[config.mk]
export PLATFORM = sky130hd
export DESIGN_NAME = hex_byte_entry
export DESIGN_NICKNAME = d
export VERILOG_FILES = /design/src/rtl/hex_byte_entry_pkg.sv /design/src/rtl/hex_byte_entry_debounce.sv /design/src/rtl/hex_byte_entry.sv
export SDC_FILE = /design/constraint.sdc
export NUM_CORES = 1
export LEC_CHECK = 0
export CAP_MARGIN = 20
export CORE_MARGIN = 2
export CORE_UTILIZATION = 55
export DETAILED_ROUTE_END_ITERATION = 8
export DONT_BUFFER_PORTS = 1
export PLACE_DENSITY_LB_ADDON = 0.08
export SETUP_SLACK_MARGIN = 0.15
export SLEW_MARGIN = 20
export SYNTH_ARGS = -nofsm -noshare
export SYNTH_HDL_FRONTEND = slang
export SYNTH_SLANG_ARGS = --single-unit
[constraint.sdc]
create_clock -name i_clk -period 2.4 [get_ports i_clk]
set_clock_uncertainty 0.15 [all_clocks]
set_input_delay 0.48 -clock i_clk [delete_from_list [all_inputs] [get_ports i_clk]]
set_output_delay 0.48 -clock i_clk [all_outputs]
set_load 0.05 [all_outputs]
[src/rtl/hex_byte_entry_pkg.sv]
// Shared definitions for the front-panel byte entry block: FSM states,
// default debounce length and the nibble increment helper.
package hex_byte_entry_pkg;

  // 10 ms at 25 MHz
  localparam int DEFAULT_DEBOUNCE_CYCLES = 250000;

  typedef enum logic [0:0] {
    ST_IDLE = 1'b0,
    ST_SEND = 1'b1
  } state_t;

  // Hex digit increment, wraps F -> 0 with no carry out
  function automatic logic [3:0] nibble_inc(input logic [3:0] nib);
    return nib + 4'd1;
  endfunction

endpackage

[src/rtl/hex_byte_entry_debounce.sv]
// Button conditioner: 2-flop synchroniser, stability counter and a
// one-cycle press strobe on the accepted 0->1 change of the level.
module button_debounce
  import hex_byte_entry_pkg::*;
#(
  parameter int DEBOUNCE_CYCLES = DEFAULT_DEBOUNCE_CYCLES
) (
  input  logic i_clk,
  input  logic i_rst_n,
  input  logic i_btn,
  output logic o_level,
  output logic o_press
);

  localparam int CNT_W = $clog2(DEBOUNCE_CYCLES + 1);
  localparam logic [CNT_W-1:0] CNT_LAST = CNT_W'(DEBOUNCE_CYCLES - 1);

  logic             sync_a;
  logic             sync_b;
  logic             level;
  logic [CNT_W-1:0] cnt;
  logic             differ;
  logic             settle;

  assign differ = (sync_b != level);
  // The level flips on the edge that follows this cycle
  assign settle = differ && (cnt == CNT_LAST);

  // Strobe coincides with the edge that raises the debounced level, so
  // consumers update on that same edge (latency 2 + DEBOUNCE_CYCLES).
  assign o_press = settle && sync_b;
  assign o_level = level;

  // Bring the raw button into the clock domain
  always_ff @(posedge i_clk or negedge i_rst_n) begin
    if (!i_rst_n) begin
      sync_a <= 1'b0;
      sync_b <= 1'b0;
    end else begin
      sync_a <= i_btn;
      sync_b <= sync_a;
    end
  end

  // Accept a new level only after it has been stable long enough
  always_ff @(posedge i_clk or negedge i_rst_n) begin
    if (!i_rst_n) begin
      level <= 1'b0;
      cnt   <= '0;
    end else if (settle) begin
      level <= sync_b;
      cnt   <= '0;
    end else if (differ) begin
      cnt <= cnt + 1'b1;
    end else begin
      cnt <= '0;
    end
  end

endmodule

[src/rtl/hex_byte_entry.sv]
// Front-panel byte entry: three debounced buttons edit a byte one hex
// nibble at a time and hand it to the UART over valid/ready.
module hex_byte_entry
  import hex_byte_entry_pkg::*;
#(
  parameter int DEBOUNCE_CYCLES = DEFAULT_DEBOUNCE_CYCLES
) (
  input  logic       i_clk,
  input  logic       i_rst_n,
  input  logic       i_btn_hi,
  input  logic       i_btn_lo,
  input  logic       i_btn_send,
  output logic [7:0] o_edit_byte,
  output logic [7:0] o_tx_data,
  output logic       o_tx_valid,
  input  logic       i_tx_ready,
  output logic       o_busy
);

  // Button index: 0 = hi nibble, 1 = lo nibble, 2 = send
  logic [2:0] btn_raw;
  logic [2:0] press;
  state_t     state;

  assign btn_raw = {i_btn_send, i_btn_lo, i_btn_hi};

  generate
    for (genvar gi = 0; gi < 3; gi++) begin : g_btn
      button_debounce #(
        .DEBOUNCE_CYCLES(DEBOUNCE_CYCLES)
      ) u_btn (
        .i_clk  (i_clk),
        .i_rst_n(i_rst_n),
        .i_btn  (btn_raw[gi]),
        .o_level(),
        .o_press(press[gi])
      );
    end
  endgenerate

  // Nibble counters; both may step in the same cycle, in any FSM state
  always_ff @(posedge i_clk or negedge i_rst_n) begin
    if (!i_rst_n) begin
      o_edit_byte <= 8'h00;
    end else begin
      if (press[0]) o_edit_byte[7:4] <= nibble_inc(o_edit_byte[7:4]);
      if (press[1]) o_edit_byte[3:0] <= nibble_inc(o_edit_byte[3:0]);
    end
  end

  // Send FSM: capture the pre-edit byte, hold it until the UART takes it
  always_ff @(posedge i_clk or negedge i_rst_n) begin
    if (!i_rst_n) begin
      state      <= ST_IDLE;
      o_tx_data  <= 8'h00;
      o_tx_valid <= 1'b0;
      o_busy     <= 1'b0;
    end else begin
      case (state)
        ST_IDLE: begin
          if (press[2]) begin
            o_tx_data  <= o_edit_byte;
            o_tx_valid <= 1'b1;
            o_busy     <= 1'b1;
            state      <= ST_SEND;
          end
        end
        ST_SEND: begin
          // Further send presses are dropped here, not queued
          if (i_tx_ready) begin
            o_tx_valid <= 1'b0;
            o_busy     <= 1'b0;
            state      <= ST_IDLE;
          end
        end
        default: begin
          state      <= ST_IDLE;
          o_tx_valid <= 1'b0;
          o_busy     <= 1'b0;
        end
      endcase
    end
  end

endmodule

After elaboration in Yosys (flattened, before gate mapping)

Index checks and enable logic that the tools add are counted.

Bits in latches: 0
Output and inout bits: 18
Memories: 0
Input port bits: 6
Word-level logic and storage cells: 51
Bits in writable memories: 0
Memory bits (read-only): 0
Register bits after elaboration: 81

Multiply operators: 0
$add $sub $neg: 5
Shift operators: 0
Reductions and logical operators: 8
Bitwise operators: 1
Equal/unequal tests: 8
Order comparisons: 0
Div/mod/pow operators: 0
Muxes and demuxes: 12

Operators with widths:

| kind                                                   | number |
|---|---|
| two-way mux 18 bit                                     | 6 |
| adder 18 x 1 -> 18 bit (second input constant)         | 3 |
| equality test 18 bit (second input constant)           | 3 |
| adder 4 x 1 -> 4 bit (second input constant)           | 2 |
| logical AND 1 bit                                      | 6 |
| two-way mux 1 bit                                      | 4 |
| one-hot mux 1 bit (2 select lines)                     | 2 |
| AND reduction 2 bit                                    | 2 |
| inequality test 1 bit                                  | 3 |
| inequality test 2 x 1 -> 1 bit (second input constant) | 1 |
| inequality test 2 bit (second input constant)          | 1 |
| NOT 1 bit                                              | 1 |

Longest topological paths before layout

Gate-level depths: netlist (run 1).

Word-level depth: 5
Depth in mapped cells: 6
Gate-level depth less buffers: 5

Cells and area by module

From an unflattened synthesis (run 1), not the netlist that was laid out.

Cells, all modules: 354
Area total of the unflattened synthesis: 3853.7 um2

By module, submodules not included:

| module          | instances | cells each | area each (um2) | seq. area each (um2) |
|---|---|---|---|---|
| button_debounce | 3         | 102        | 1036.0          | 525.5 |
| hex_byte_entry  | 1         | 48         | 745.7           | 450.4 |

Worst setup path before layout (run 1)

No wires, ideal clock.

Path type: flip-flop to flip-flop
From: register g_btn[2].u_btn.cnt[0]
To: register o_tx_data[0]
Library setup time: 0.125 ns
Required time: 2.125 ns
Stages on the path, launching flop included: 6
Arrival: 1.857 ns
Path buffers: 0
Period minus slack after synthesis: 2.132 ns
Path slack: 0.268 ns
Cell sequence: dfrtp_1 > ha_1 > nand4_1 > or2_2 > nor4b_4 > mux2_2

Longest elaborated chain between the ends: 4

RTL lines:

| item                                 | line                          | RTL |
|---|---|---|
| start, declared                      | hex_byte_entry_debounce.sv:21 | `logic [CNT_W-1:0] cnt;` |
| start signal, assigned               | hex_byte_entry_debounce.sv:54 | `cnt <= cnt + 1'b1;` |
| equality test 18 bit                 | hex_byte_entry_debounce.sv:27 | `assign settle = differ && (cnt == CNT_LAST);` |
| logical AND 1 bit                    | hex_byte_entry_debounce.sv:27 |  |
| logical AND 1 bit                    | hex_byte_entry_debounce.sv:31 | `assign o_press = settle && sync_b;` |
| AND reduction 2 bit (no source line) | --                            |  |
| end signal, assigned                 | hex_byte_entry.sv:62          | `o_tx_data <= o_edit_byte;` |
| end, declared                        | hex_byte_entry.sv:14          | `output logic [7:0] o_tx_data,` |

No other way between the ends.
A chain may end at the register's enable or synchronous reset.

Worst setup path after layout (run 1)

From: register g_btn[2].u_btn.cnt[0]
To: register o_tx_data[4]

Same word-level chain as after synthesis.

==> run metrics, run 1 <==
Comb pwr share 0.020; critical path endpoint category flip-flop; vias in the first global route around 2,400; commonest non-fill, non-tap cell in the layout dfrtp_1; Vias 2,525; Area growth, synth to finish 10.5%; Clock Latency Late Sink 340 ps; Worst Max-Slew Pin Slew 644 ps; status finished, violations left; # diodes 0; syn avg cell area 10.7 µm²; CP max stage delay 400 ps; Die ar. 0.00741 mm²; Syn Inst Count between 300 and 400; yosys warns 0; initial antenna violation count 0; max-slew violations 0; core area about 0.0064 mm²; final wirelength 6630 µm; Die X 86.1 µm; Internal Power 1.99 mW; crit path launch type flip-flop; max cap viols 0; failing checks negative hold slack; Post-Syn Nets 358; largest net degree at the start of global routing 82; worst slack at placement 277 ps; clk slew on worst S/H paths 80 ps; post-route ant nets 0; H-tree levels 3; worst-path fanout max 10; Detail Placement HPWL 4540 µm; number of port buffers 0; critical path cell sequence ha_2, nand4_1, or2_2, nor4b_4, buf_6, mux2_2; wire per inst 14.9 µm; Clock Power Share 0.427; normalized max-slew margin 0.571; row count 29; Sw Ratio 0.211; routability cong. around 0.8; sw power roughly 530 µW; clock root cell clkbuf_8; # nets final 375; Num Clock Sinks 81; crit path time final 2090 ps; Num CTS Buffers 9; HP Class in -> async; setup_tns 0 ps; r2r setup slk between 300 and 400 ps; most frequent cells in the layout dfrtp_1, nor2_1, xnor2_1, nand4_1, nand3_1; first-pass GRT wire length between 10,000 and 15,000 µm; dpl cell area 0.00384 mm²; period utilization 0.869; share of cells above drive strength 1 0.114; worst path required time 2480 ps; Power Dens Cells 617 mW/mm²; Seq/Total Area, Yosys 0.547; starting density of the core 0.577; Synth Cell Area 0.00371 mm²; chip height 86.1 µm; GRT overflow 0; total track usage 0.198; FF+latch count, synth 81; Final Setup Violations 0; Final Instance Area slightly above 0.004 mm²; CTS tree yes; Worst path slowest cell dfrtp_1; kind of critical path reg -> reg; Flop pwr share 0.553; total count of hold-check failures in the final report 81; Max Fclk 480 MHz; Vias/cell 5.66; cts hold-fix bufs 3; drt drc 0; hold slack final -331 ps; Max Root-Sink Buffers 2; Cell variety after synth 33; Worst VDD drop approximately 0.40 mV; RSZ-0062 raised after global routing no; DRT Pass-1 Iters 4; CP arrival 2170 ps; DR iter-0 viols 98; Ports 24; fin worst setup slack 315 ps; Leak 1.73 nW
-- metrics by stage --
step,power [mW],hold WS [ps],util,cells
2_1_floorplan,1.46,34.4,-,347
3_3_place_gp,1.47,36.3,0.598,427
3_5_place_dp,1.47,36.2,0.598,427
4_1_cts,2.56,-348,0.637,446
5_1_grt,2.63,-358,0.638,446
6_report,2.53,-331,0.638,446
-- cell usage after synthesis --
cell,n,area (µm²)
xnor2_1,33,289
nor2_1,62,233
o31ai_1,4,30.0
nand3_1,20,100
xor2_1,17,149
nor2b_1,2,12.5
and2_1,1,6.26
nor3_1,5,25.0
inv_1,11,41.3
mux2_2,12,135
nor4b_1,1,8.76
or2_2,3,18.8
ha_1,5,62.6
or4_1,4,30.0
o21ai_1,1,5.00
o21ai_2,1,8.76
a21o_1,2,15.0
nor4_1,13,81.3
nor4bb_1,3,30.0
nor3b_1,1,7.51
o21ai_0,3,15.0
dfrtp_1,81,2030
and3_1,2,12.5
or3_1,5,31.3
nor4b_4,1,23.8
a21oi_1,6,30.0
clkbuf_1,2,7.51
and4_1,5,43.8
buf_4,1,7.51
nand4_1,25,156
o22ai_1,1,6.26
nand2_1,11,41.3
buf_2,3,15.0
-- final timing paths --
path	from	cells after the start	to
hold reg to reg	g_btn[1].u_btn.sync_a	0	g_btn[1].u_btn.sync_b
min in group i_clk	i_tx_ready	2	state
max in group asynchronous	i_rst_n	0	g_btn[1].u_btn.cnt[2]
hold / removal	i_rst_n	0	g_btn[2].u_btn.cnt[10]
setup / recovery	g_btn[2].u_btn.cnt[0]	6	o_tx_data[4]
setup reg to reg	g_btn[2].u_btn.cnt[0]	6	o_tx_data[4]
-- layout make-up --
class	instances	area, µm²
repair buffers	12	101
flip-flops and latches	81	2030
well taps	77	96.3
inverters	11	41.3
clock inverters	6	92.6
multi-input cells	249	1610
clock buffers	10	128
fillers	534	2330
-- flip-flops by register name, indices dropped and copies added, names as in the netlist --
signal               flops
g_btn.u_btn.cnt         54
g_btn.u_btn.o_level      3
g_btn.u_btn.sync_a       3
g_btn.u_btn.sync_b       3
o_busy                   1
o_edit_byte              8
o_tx_data                8
state                    1
-- layer usage --
metal  up-vias  global-route usage  share of wire
met2        47               0.292           0.44
met1      1210               0.271           0.49
met3        10              0.0683          0.053
met5         -                   0              0
li1       1258                   -              -
met4         0              0.0707          0.015
-- kinds of logic (layout without fill, tap and decap cells) --
group / after synthesis / count (layout) / share of synthesized area
muxes: 12 / 12 / 0.0365
AOI/OAI and AO/OA: 18 / 18 / 0.0297
xor gates and xnor gates: 50 / 50 / 0.118
adders and majority gates: 5 / 5 / 0.0169
DFF: 81 / 81 / 0.547
buffers and inverters: 17 / 39 / 0.0192
and+or+nand+nor: 164 / 164 / 0.233
-- critical path, delay by kind of cell, from the launching register on --
family / cells / cell delay, ps
and+or+nand+nor: 3 / 670
DFF: 1 / 400
muxes: 1 / 340
adders and majority gates: 1 / 230
buffers and inverters: 1 / 180
-- power by group through the flow --
stage                     combinational, mW  sequential [mW]  clock [mW]
after global routing                 0.0576             1.40        1.17
after floorplan                      0.0354             1.42           0
after CTS                            0.0512             1.40        1.12
final                                0.0507             1.40        1.08
after global placement               0.0463             1.42           0
after detailed placement             0.0471             1.42           0
-- repair_timing --
item / CTS / global route
gates resized for setup: 0 / 2
hold endpoints to repair: 84 / 81
endpoints found under the setup margin: 0 / 8
buffers inserted: 0 / 0
No activity file was read; power rests on OpenSTA's default activity.
==> inputs of run 2 (changes only) <==
- CTS_CLUSTER_SIZE: not set -> 30
- DONT_BUFFER_PORTS: 1 -> not set
==> run 2 against run 1 <==
  * The run now ends clean
  * Hold slack better by 550 ps
  * Die area stayed put
  * Via count is 4.3% higher
  * Worst setup slack worse by 120 ps
  * Routed wire length is 4.3% higher
  * Design area is 5.7% higher
  * Largest cell class unchanged
  * Largest power group unchanged
  * Highest routed layer unchanged
==> run metrics, run 2 (synthesis gave the netlist of run 1 again) <==
Vias 2,634 (+4.3%); HP Class reg -> reg; share of cells above drive strength 1 0.108 (-0.00557); post-route ant nets 0 (unchanged); clk slew on worst S/H paths 80 ps (about the same); FF-to-FF End o_tx_data[5]; commonest non-fill, non-tap cell in the layout dfrtp_1; # nets final 394 (+5.1%); Max Root-Sink Buffers 2 (unchanged); largest net degree at the start of global routing 50 (-39%); core area 0.00642 mm² (unchanged); status complete, no violations; Sw Ratio 0.211 (-0.000480); first-pass GRT wire length 12,200 µm (+6.6%); crit path launch type flip-flop; CP arrival 1570 ps (-600 ps); DRT Pass-1 Iters 4 (unchanged); Detail Placement HPWL 4690 µm (+3.5%); total count of hold-check failures in the final report 0 (-100%); sw power 570 µW (+6.7%); Ports 24 (unchanged); max cap viols 0 (unchanged); H-tree levels 3 (unchanged); Num CTS Buffers 9 (unchanged); Worst path slowest cell clkdlybuf4s50_1; cell family with most CP delay buffers and inverters; chip height 86.1 µm (unchanged); initial antenna violation count 0 (unchanged); Hold Startpoint g_btn[2].u_btn.sync_a; normalized max-slew margin 0.660 (+0.0895); total track usage 0.209 (+0.0114); setup_tns 0 ps (unchanged); kind of critical path reg -> out; worst slack at placement 288 ps (+10.7 ps); final cell count without fillers 465 (+4.3%); Comb pwr share 0.031 (+0.011); worst reg2reg path startpoint g_btn[2].u_btn.cnt[0]; Worst Max-Slew Pin Slew 508 ps (-136 ps); Regs by FF count g_btn.u_btn.cnt x54, o_edit_byte x8, o_tx_data x8; Internal Power 2.13 mW (+7.0%); worst path required time 1770 ps (-710 ps); period utilization 0.918 (+0.0493); Leak 1.88 nW (+8.3%); largest register by flop count g_btn.u_btn.cnt; fin worst setup slack 196 ps (-118 ps); wire per inst 14.9 µm (about the same); number of port buffers 23 (+23); most frequent cells in the layout dfrtp_1, nor2_1, xnor2_1, nand4_1, nand3_1; Max Fclk 454 MHz (-5.4%); Clock Power Share 0.452 (+0.025); GRT overflow 0 (unchanged); vias in the first global route 2,610 (+6.8%); clock root cell clkbuf_8; Power Dens Cells 624 mW/mm² (+1.2%); row count 29 (unchanged); critical path cell sequence clkdlybuf4s50_1; Vias/cell 5.66 (about the same); DR iter-0 viols 113 (+15%); number of buffer and inverter stages on the critical path 1 (unchanged); crit path time final 2200 ps (+118 ps); Endpoint, Worst Hold g_btn[2].u_btn.sync_b; hold depth 0; RSZ-0062 raised after global routing no; routability cong. 0.845 (+4.5%); CTS tree yes; Final Setup Violations 0 (unchanged); starting density of the core 0.577 (unchanged); Num Clock Sinks 81 (unchanged); CP max stage delay 820 ps (+420 ps); Worst VDD drop 0.370 mV (-6.5%); drt drc 0 (unchanged); worst-path fanout max 3 (-7); r2r setup slk 280 ps (-30 ps); final wirelength 6910 µm (+4.3%); post-CTS setup buffers 0 (unchanged); Cells after DPL 448 (+4.9%); Area growth, synth to finish 16.8%; critical path endpoint category primary output; Die ar. 0.00741 mm² (unchanged); # diodes 0 (unchanged); max-slew violations 0 (unchanged); Flop pwr share 0.517 (-0.036); Die X 86.1 µm (unchanged); FF-to-FF path depth 6 (unchanged); Clock Latency Late Sink 350 ps (about the same); max reg flops 54 (unchanged)
[run 2: cell type report]
| type | instances | area (µm²) |
|---|---|---|
| fill | 522 | 2090 |
| sequential | 81 | 2030 |
| multi-input combinational | 249 | 1610 |
| timing repair buffer | 31 | 303 |
| clock buffer | 10 | 138 |
| clock inverter | 6 | 115 |
| tap | 77 | 96.3 |
| inverter | 11 | 41.3 |
[run 2: power groups by stage]
stage	Combinational (mW)	Clock (mW)	Sequential, mW
floorplan	0.0354	0	1.42
finish	0.0844	1.22	1.40
global placement	0.0838	0	1.42
CTS	0.0879	1.26	1.40
global route	0.0995	1.31	1.40
detailed placement	0.0861	0	1.42
[run 2: layer usage]
layer,wire [µm],vias to the layer above,global-route usage
met4,50,0,0.0649
met5,0,-,0
li1,-,1293,-
met1,3380,1282,0.294
met2,3180,53,0.314
met3,295,6,0.0616
[run 2: repair_timing]
item	CTS	global route
pin swaps	0	0
setup endpoints to repair	4	5
endpoints found under the hold margin	32	0
hold buffers	1	0
resized for setup	4	3
[run 2: per-stage QoR]
step                      instance area [µm²]  total power [mW]  hold WS, ps   util
after global routing                     4330              2.81          229  0.674
after floorplan                          3710              1.46         34.4      -
after detailed placement                 4070              1.51          188  0.633
final                                    4330              2.70          215  0.674
after CTS                                4320              2.75          217  0.673
after global placement                   4070              1.51          181  0.633
[run 2: worst max path at each step]
stage / to / from / depth (start not counted)
2_1_floorplan: o_tx_data[0] / g_btn[2].u_btn.cnt[0] / 5
3_5_place_dp: o_tx_data[5] / g_btn[2].u_btn.cnt[0] / 6
3_3_place_gp: o_tx_data[4] / g_btn[2].u_btn.cnt[13] / 5
6_report: o_edit_byte[3] / o_edit_byte[3] / 1
5_1_grt: o_tx_data[2] / g_btn[2].u_btn.cnt[5] / 5
4_1_cts: o_edit_byte[5] / o_edit_byte[5] / 1
==> inputs of run 3 (changes only) <==
- SETUP_SLACK_MARGIN: 0.15 -> not set
==> run 3 against run 2 <==
  * Sequential share of layout area is essentially flat
  * Hold slack is the same
  * Register-to-register slack lost 20 ps
  * Global-route usage is essentially flat
  * Critical path depth is the same
  * Non-clock buffer count is the same
  * Sequential power is essentially flat
  * Design area is essentially flat
  * Utilization is essentially flat
  * Maximum frequency shrank 3.8%
  * Largest power group unchanged
==> run metrics, run 3 (synthesis gave the netlist of run 1 again) <==
critical path endpoint category primary output; Die ar. 0.00741 mm² (unchanged); final cell count without fillers 465 (unchanged); max reg flops 54 (unchanged); Leak 1.82 nW (-2.9%); dpl cell area 0.00407 mm² (unchanged); DRT Pass-1 Iters 4 (unchanged); crit path launch type flip-flop; # resized after CTS 0 (-4); DR iter-0 viols 109 (-3.5%); Regs by FF count g_btn.u_btn.cnt x54, o_edit_byte x8, o_tx_data x8; Worst Max-Slew Pin Slew 508 ps (unchanged); routability cong. 0.845 (unchanged); post-route ant nets 0 (unchanged); Max Fclk 436 MHz (-3.8%); row count 29 (unchanged); drt drc 0 (unchanged); Worst VDD drop 0.370 mV (about the same); CP arrival 1660 ps (+90 ps); number of port buffers 23 (unchanged); initial antenna violation count 0 (unchanged); Num Clock Sinks 81 (unchanged); Vias 2,642 (+0.30%); # fillers 521 (-0.19%); # nets final 394 (unchanged); largest register by flop count g_btn.u_btn.cnt; Endpoint, Worst Hold g_btn[2].u_btn.sync_b; Num CTS Buffers 9 (unchanged); FF-to-FF path depth 6 (unchanged); GRT overflow 0 (unchanged); Final Setup Violations 0 (unchanged); Detail Placement HPWL 4690 µm (unchanged); worst path required time 1770 ps (about the same); Hold Startpoint g_btn[2].u_btn.sync_a; core area 0.00642 mm² (unchanged); share of cells above drive strength 1 0.106 (-0.00258); number of buffer and inverter stages on the critical path 1 (unchanged); Final Instance Area 0.00433 mm² (about the same); starting density of the core 0.577 (unchanged); crit path time final 2290 ps (+88.2 ps); wire per inst 14.8 µm (-0.25%); RSZ-0062 raised after global routing no; Sequential Area 0.00203 mm² (unchanged); total count of hold-check failures in the final report 0 (unchanged); most frequent cells in the layout dfrtp_1, nor2_1, xnor2_1, nand4_1, clkdlybuf4s50_1; Cells after DPL 448 (unchanged); final wirelength 6890 µm (-0.25%); first-pass GRT wire length 12,200 µm (+0.12%); CTS tree yes; critical path cell sequence clkdlybuf4s50_1; max cap viols 0 (unchanged); normalized max-slew margin 0.660 (unchanged); clk slew on worst S/H paths 80 ps (about the same); Clock Latency Late Sink 350 ps (about the same); setup_tns 0 ps (unchanged); H-tree levels 3 (unchanged); commonest non-fill, non-tap cell in the layout dfrtp_1; vias in the first global route 2,616 (+0.23%); Vias/cell 5.68 (+0.30%); worst-path fanout max 5 (+2); multi-input logic area 0.00161 mm² (-0.16%); Power Dens Cells 624 mW/mm² (about the same); clock root cell clkbuf_8; total power 2.70 mW (about the same); hold depth 0 (unchanged); r2r setup slk 260 ps (-20 ps); Max Root-Sink Buffers 2 (unchanged); total track usage 0.209 (about the same); period utilization 0.955 (+0.0368); chip height 86.1 µm (unchanged); cell family with most CP delay buffers and inverters; Die X 86.1 µm (unchanged); Worst path slowest cell clkdlybuf4s50_1; # diodes 0 (unchanged); worst reg2reg path startpoint g_btn[2].u_btn.cnt[0]; FF-to-FF End o_tx_data[5]; largest net degree at the start of global routing 50 (unchanged); status complete, no violations; max-slew violations 0 (unchanged); CP max stage delay 850 ps (+30 ps); Ports 24 (unchanged); kind of critical path reg -> out; HP Class reg -> reg; Area growth, synth to finish 16.8% (about the same)
## run 3: cell types whose count changed in the layout (fill, tap and decap cells not counted), sizes merged
cell	before	now
dlygate4sd2	4	0
clkdlybuf4s50	16	22
dlymetal6s2s	2	0
## run 3: what timing repair did
action	in CTS	in global routing
setup buffers	0	0
hold buffers	1	0
hold endpoints to repair	32	0
## run 3: worst max-delay path by stage
stage | end | slack (ps) | startpoint | depth (start not counted)
3_3_place_gp | o_tx_data[4] | 320 | g_btn[2].u_btn.cnt[13] | 5
4_1_cts | o_edit_byte[0] | 80 | o_edit_byte[0] | 1
3_5_place_dp | o_tx_data[5] | 290 | g_btn[2].u_btn.cnt[0] | 6
2_1_floorplan | o_tx_data[0] | 270 | g_btn[2].u_btn.cnt[0] | 5
5_1_grt | o_edit_byte[0] | 30 | o_edit_byte[0] | 1
6_report | o_edit_byte[0] | 110 | o_edit_byte[0] | 1
## run 3: final cells by class
type,instances,area share
clock buffers,10,0.0318
clock inverters,6,0.0266
inverters,11,0.00954
multi-input cells,249,0.371
flip-flops and latches,81,0.468
well taps,77,0.0223
repair buffers,31,0.0700
## run 3: stage by stage
| stage | worst slack, ps | util | hold slack [ps] |
|---|---|---|---|
| floorplan | 268 | - | 34.4 |
| global placement | 321 | 0.633 | 181 |
| detailed placement | 288 | 0.633 | 188 |
| CTS | 81.9 | 0.674 | 217 |
| global route | 29.2 | 0.674 | 229 |
| finish | 108 | 0.674 | 215 |
## run 3: per-layer routing
layer	share of wire	track usage	up-vias
met2	0.46	0.314	55
met5	0	0	-
met1	0.49	0.295	1286
met4	0.0099	0.0649	0
met3	0.043	0.0616	7
li1	-	-	1294
## run 3: power breakdown
part / switching (mW) / internal [mW]
Clock: 0.499 / 0.723
Combinational: 0.0549 / 0.0290
Sequential: 0.0161 / 1.38
Total: 0.570 / 2.13
==> RTL change: new RTL, settings of run 3 <==
Make the reset (`i_rst_n`) synchronous in 4 clocked blocks.
--- a/src/rtl/hex_byte_entry_debounce.sv
+++ b/src/rtl/hex_byte_entry_debounce.sv
@@ -32,7 +32,7 @@
   assign o_level = level;
 
   // Bring the raw button into the clock domain
-  always_ff @(posedge i_clk or negedge i_rst_n) begin
+  always_ff @(posedge i_clk) begin
     if (!i_rst_n) begin
       sync_a <= 1'b0;
       sync_b <= 1'b0;
@@ -43,7 +43,7 @@
   end
 
   // Accept a new level only after it has been stable long enough
-  always_ff @(posedge i_clk or negedge i_rst_n) begin
+  always_ff @(posedge i_clk) begin
     if (!i_rst_n) begin
       level <= 1'b0;
       cnt   <= '0;
--- a/src/rtl/hex_byte_entry.sv
+++ b/src/rtl/hex_byte_entry.sv
@@ -39,7 +39,7 @@
   endgenerate
 
   // Nibble counters; both may step in the same cycle, in any FSM state
-  always_ff @(posedge i_clk or negedge i_rst_n) begin
+  always_ff @(posedge i_clk) begin
     if (!i_rst_n) begin
       o_edit_byte <= 8'h00;
     end else begin
@@ -49,7 +49,7 @@
   end
 
   // Send FSM: capture the pre-edit byte, hold it until the UART takes it
-  always_ff @(posedge i_clk or negedge i_rst_n) begin
+  always_ff @(posedge i_clk) begin
     if (!i_rst_n) begin
       state      <= ST_IDLE;
       o_tx_data  <= 8'h00;
Function: same outputs for any inputs over 10 cycles, from zero or initial values and one cycle with i_rst_n low; that may be too few to reach the edited logic, so the function may still have changed.
==> RTL change against run 3 <==
Area after synthesis shrank 2.9%; sequential cell count unchanged; sequential share of layout area decreased by 7.5 points; worst setup slack better by 0.054 ns; non-clock buffer count stayed put; final area decreased by 4.7%; routed wire length is 4.7% lower; synthesized cell count rose by 17%; die area fell by 2.7%; cell count up 11%; critical path type unchanged; largest cell class is now multi-input combinational cells.
Power is not compared: it rests on default switching activity, and its combinational part moved more than twofold at a synthesized area within 25%.
==> RTL change: results (changes against run 3) <==
[cells_and_area]
drive_gt1_share_pct = 7.52  ; -3.0 points
nFillCells = 563  ; +8.1%

[logic_synthesis]
synthTopCellsByCount = dfxtp_1 (81), nor2_1 (63), xnor2_1 (37)
synth_area_leaders = dfxtp_1 (45%), xnor2_1 (9.0%), nor2_1 (6.6%)
yosysUniqueCellTypes = 41  ; +24%
synthCells = 407  ; +17%
synth_compound_area_share_pct = 3.96  ; +0.99 points
ys_seq_area_share_pct = 45.0  ; -9.6 points
synth-main-ff-cell = dfxtp_1
synth_nets = 418  ; +17%
synthArstFlopShare_pct = 0  ; -100 points
synth_fa_ha_area_share_pct = 1.74  ; +0.050 points
synth_xor_area_share_pct = 11.4  ; -0.38 points

[grt]
grt_usage_pct = 20.2  ; -0.68 points
grt_pass1_wl_um = 11800  ; -3.2%
grt_use_met1_pct = 25.7  ; -3.8 points
grt_use_met2_pct = 32.7  ; +1.3 points
use_met3_pct = 6.81  ; +0.65 points
grt_pass1_vias = 2640  ; +0.92%

[worst_setup_path]
timing.rr.start = g_btn[2].u_btn.cnt[0]
crit_arrival_ns = 1.61  ; -0.05 ns
ff2ff_setup_slack_ns = 0.28  ; +0.02 ns
crit_end = o_edit_byte[4]
worstPathMaxFanout = 6  ; +1
rr_endpoint = g_btn[2].u_btn.cnt[12]
r2r_cells = 5  ; -1
crit_start = o_edit_byte[4]

[route]
wl_um = 6570  ; -4.7%
drt_iter0_drc = 123  ; +13%
post_drt_wl_per_cell_um = 12.7  ; -14%
met1_length_um = 3180  ; -5.8%
num_vias = 2785  ; +5.4%

[die]
core-area_mm2 = 0.00635  ; -1.1%

[placed_design]
dp_hpwl_um = 4460  ; -4.9%
place_congestion = 0.784  ; -7.3%
dp_slack_ns = 0.179  ; -0.108 ns
dp.cells = 500  ; +12%
placed_area_mm2 = 0.00392  ; -3.7%

[hold_path]
holdPathStages = 1  ; +1
whs_endpoint = g_btn[2].u_btn.sync_b

[sta]
timing.hold.ws_ns = 0.290  ; +0.0748 ns
relSlewSlack_pct = 55.6  ; -10 points
setup_ws_ns = 0.162  ; +0.0540 ns

[status]
outcome = finished, final reports clean

## RTL change: cells by family (layout without fill, tap and decap cells)
family	count (synthesis)	count (layout)
DFF	81	81
buffers and inverters	31	63
xor gates and xnor gates	47	47
and+or+nand+nor	207	207
AOI/OAI and AO/OA	22	22
adders and majority gates	5	5
muxes	14	14
## RTL change: area by class of cell
class / count / area [um2] / share of cell area, %
Clock inverter: 6 / 82.6 / 2.00
Multi-Input combinational cell: 295 / 1850 / 44.8
Tap cell: 77 / 96.3 / 2.34
Inverter: 16 / 60.1 / 1.46
Sequential cell: 81 / 1620 / 39.3
Clock buffer: 10 / 128 / 3.09
Timing Repair Buffer: 31 / 290 / 7.04
## RTL change: report_power, final
part,internal [W],total (W),switching [W]
Sequential,0.00135,0.00135,0.00000370
Clock,0.000581,0.00106,0.000481
Combinational,0.0000171,0.0000397,0.0000226
Total,0.00195,0.00245,0.000508
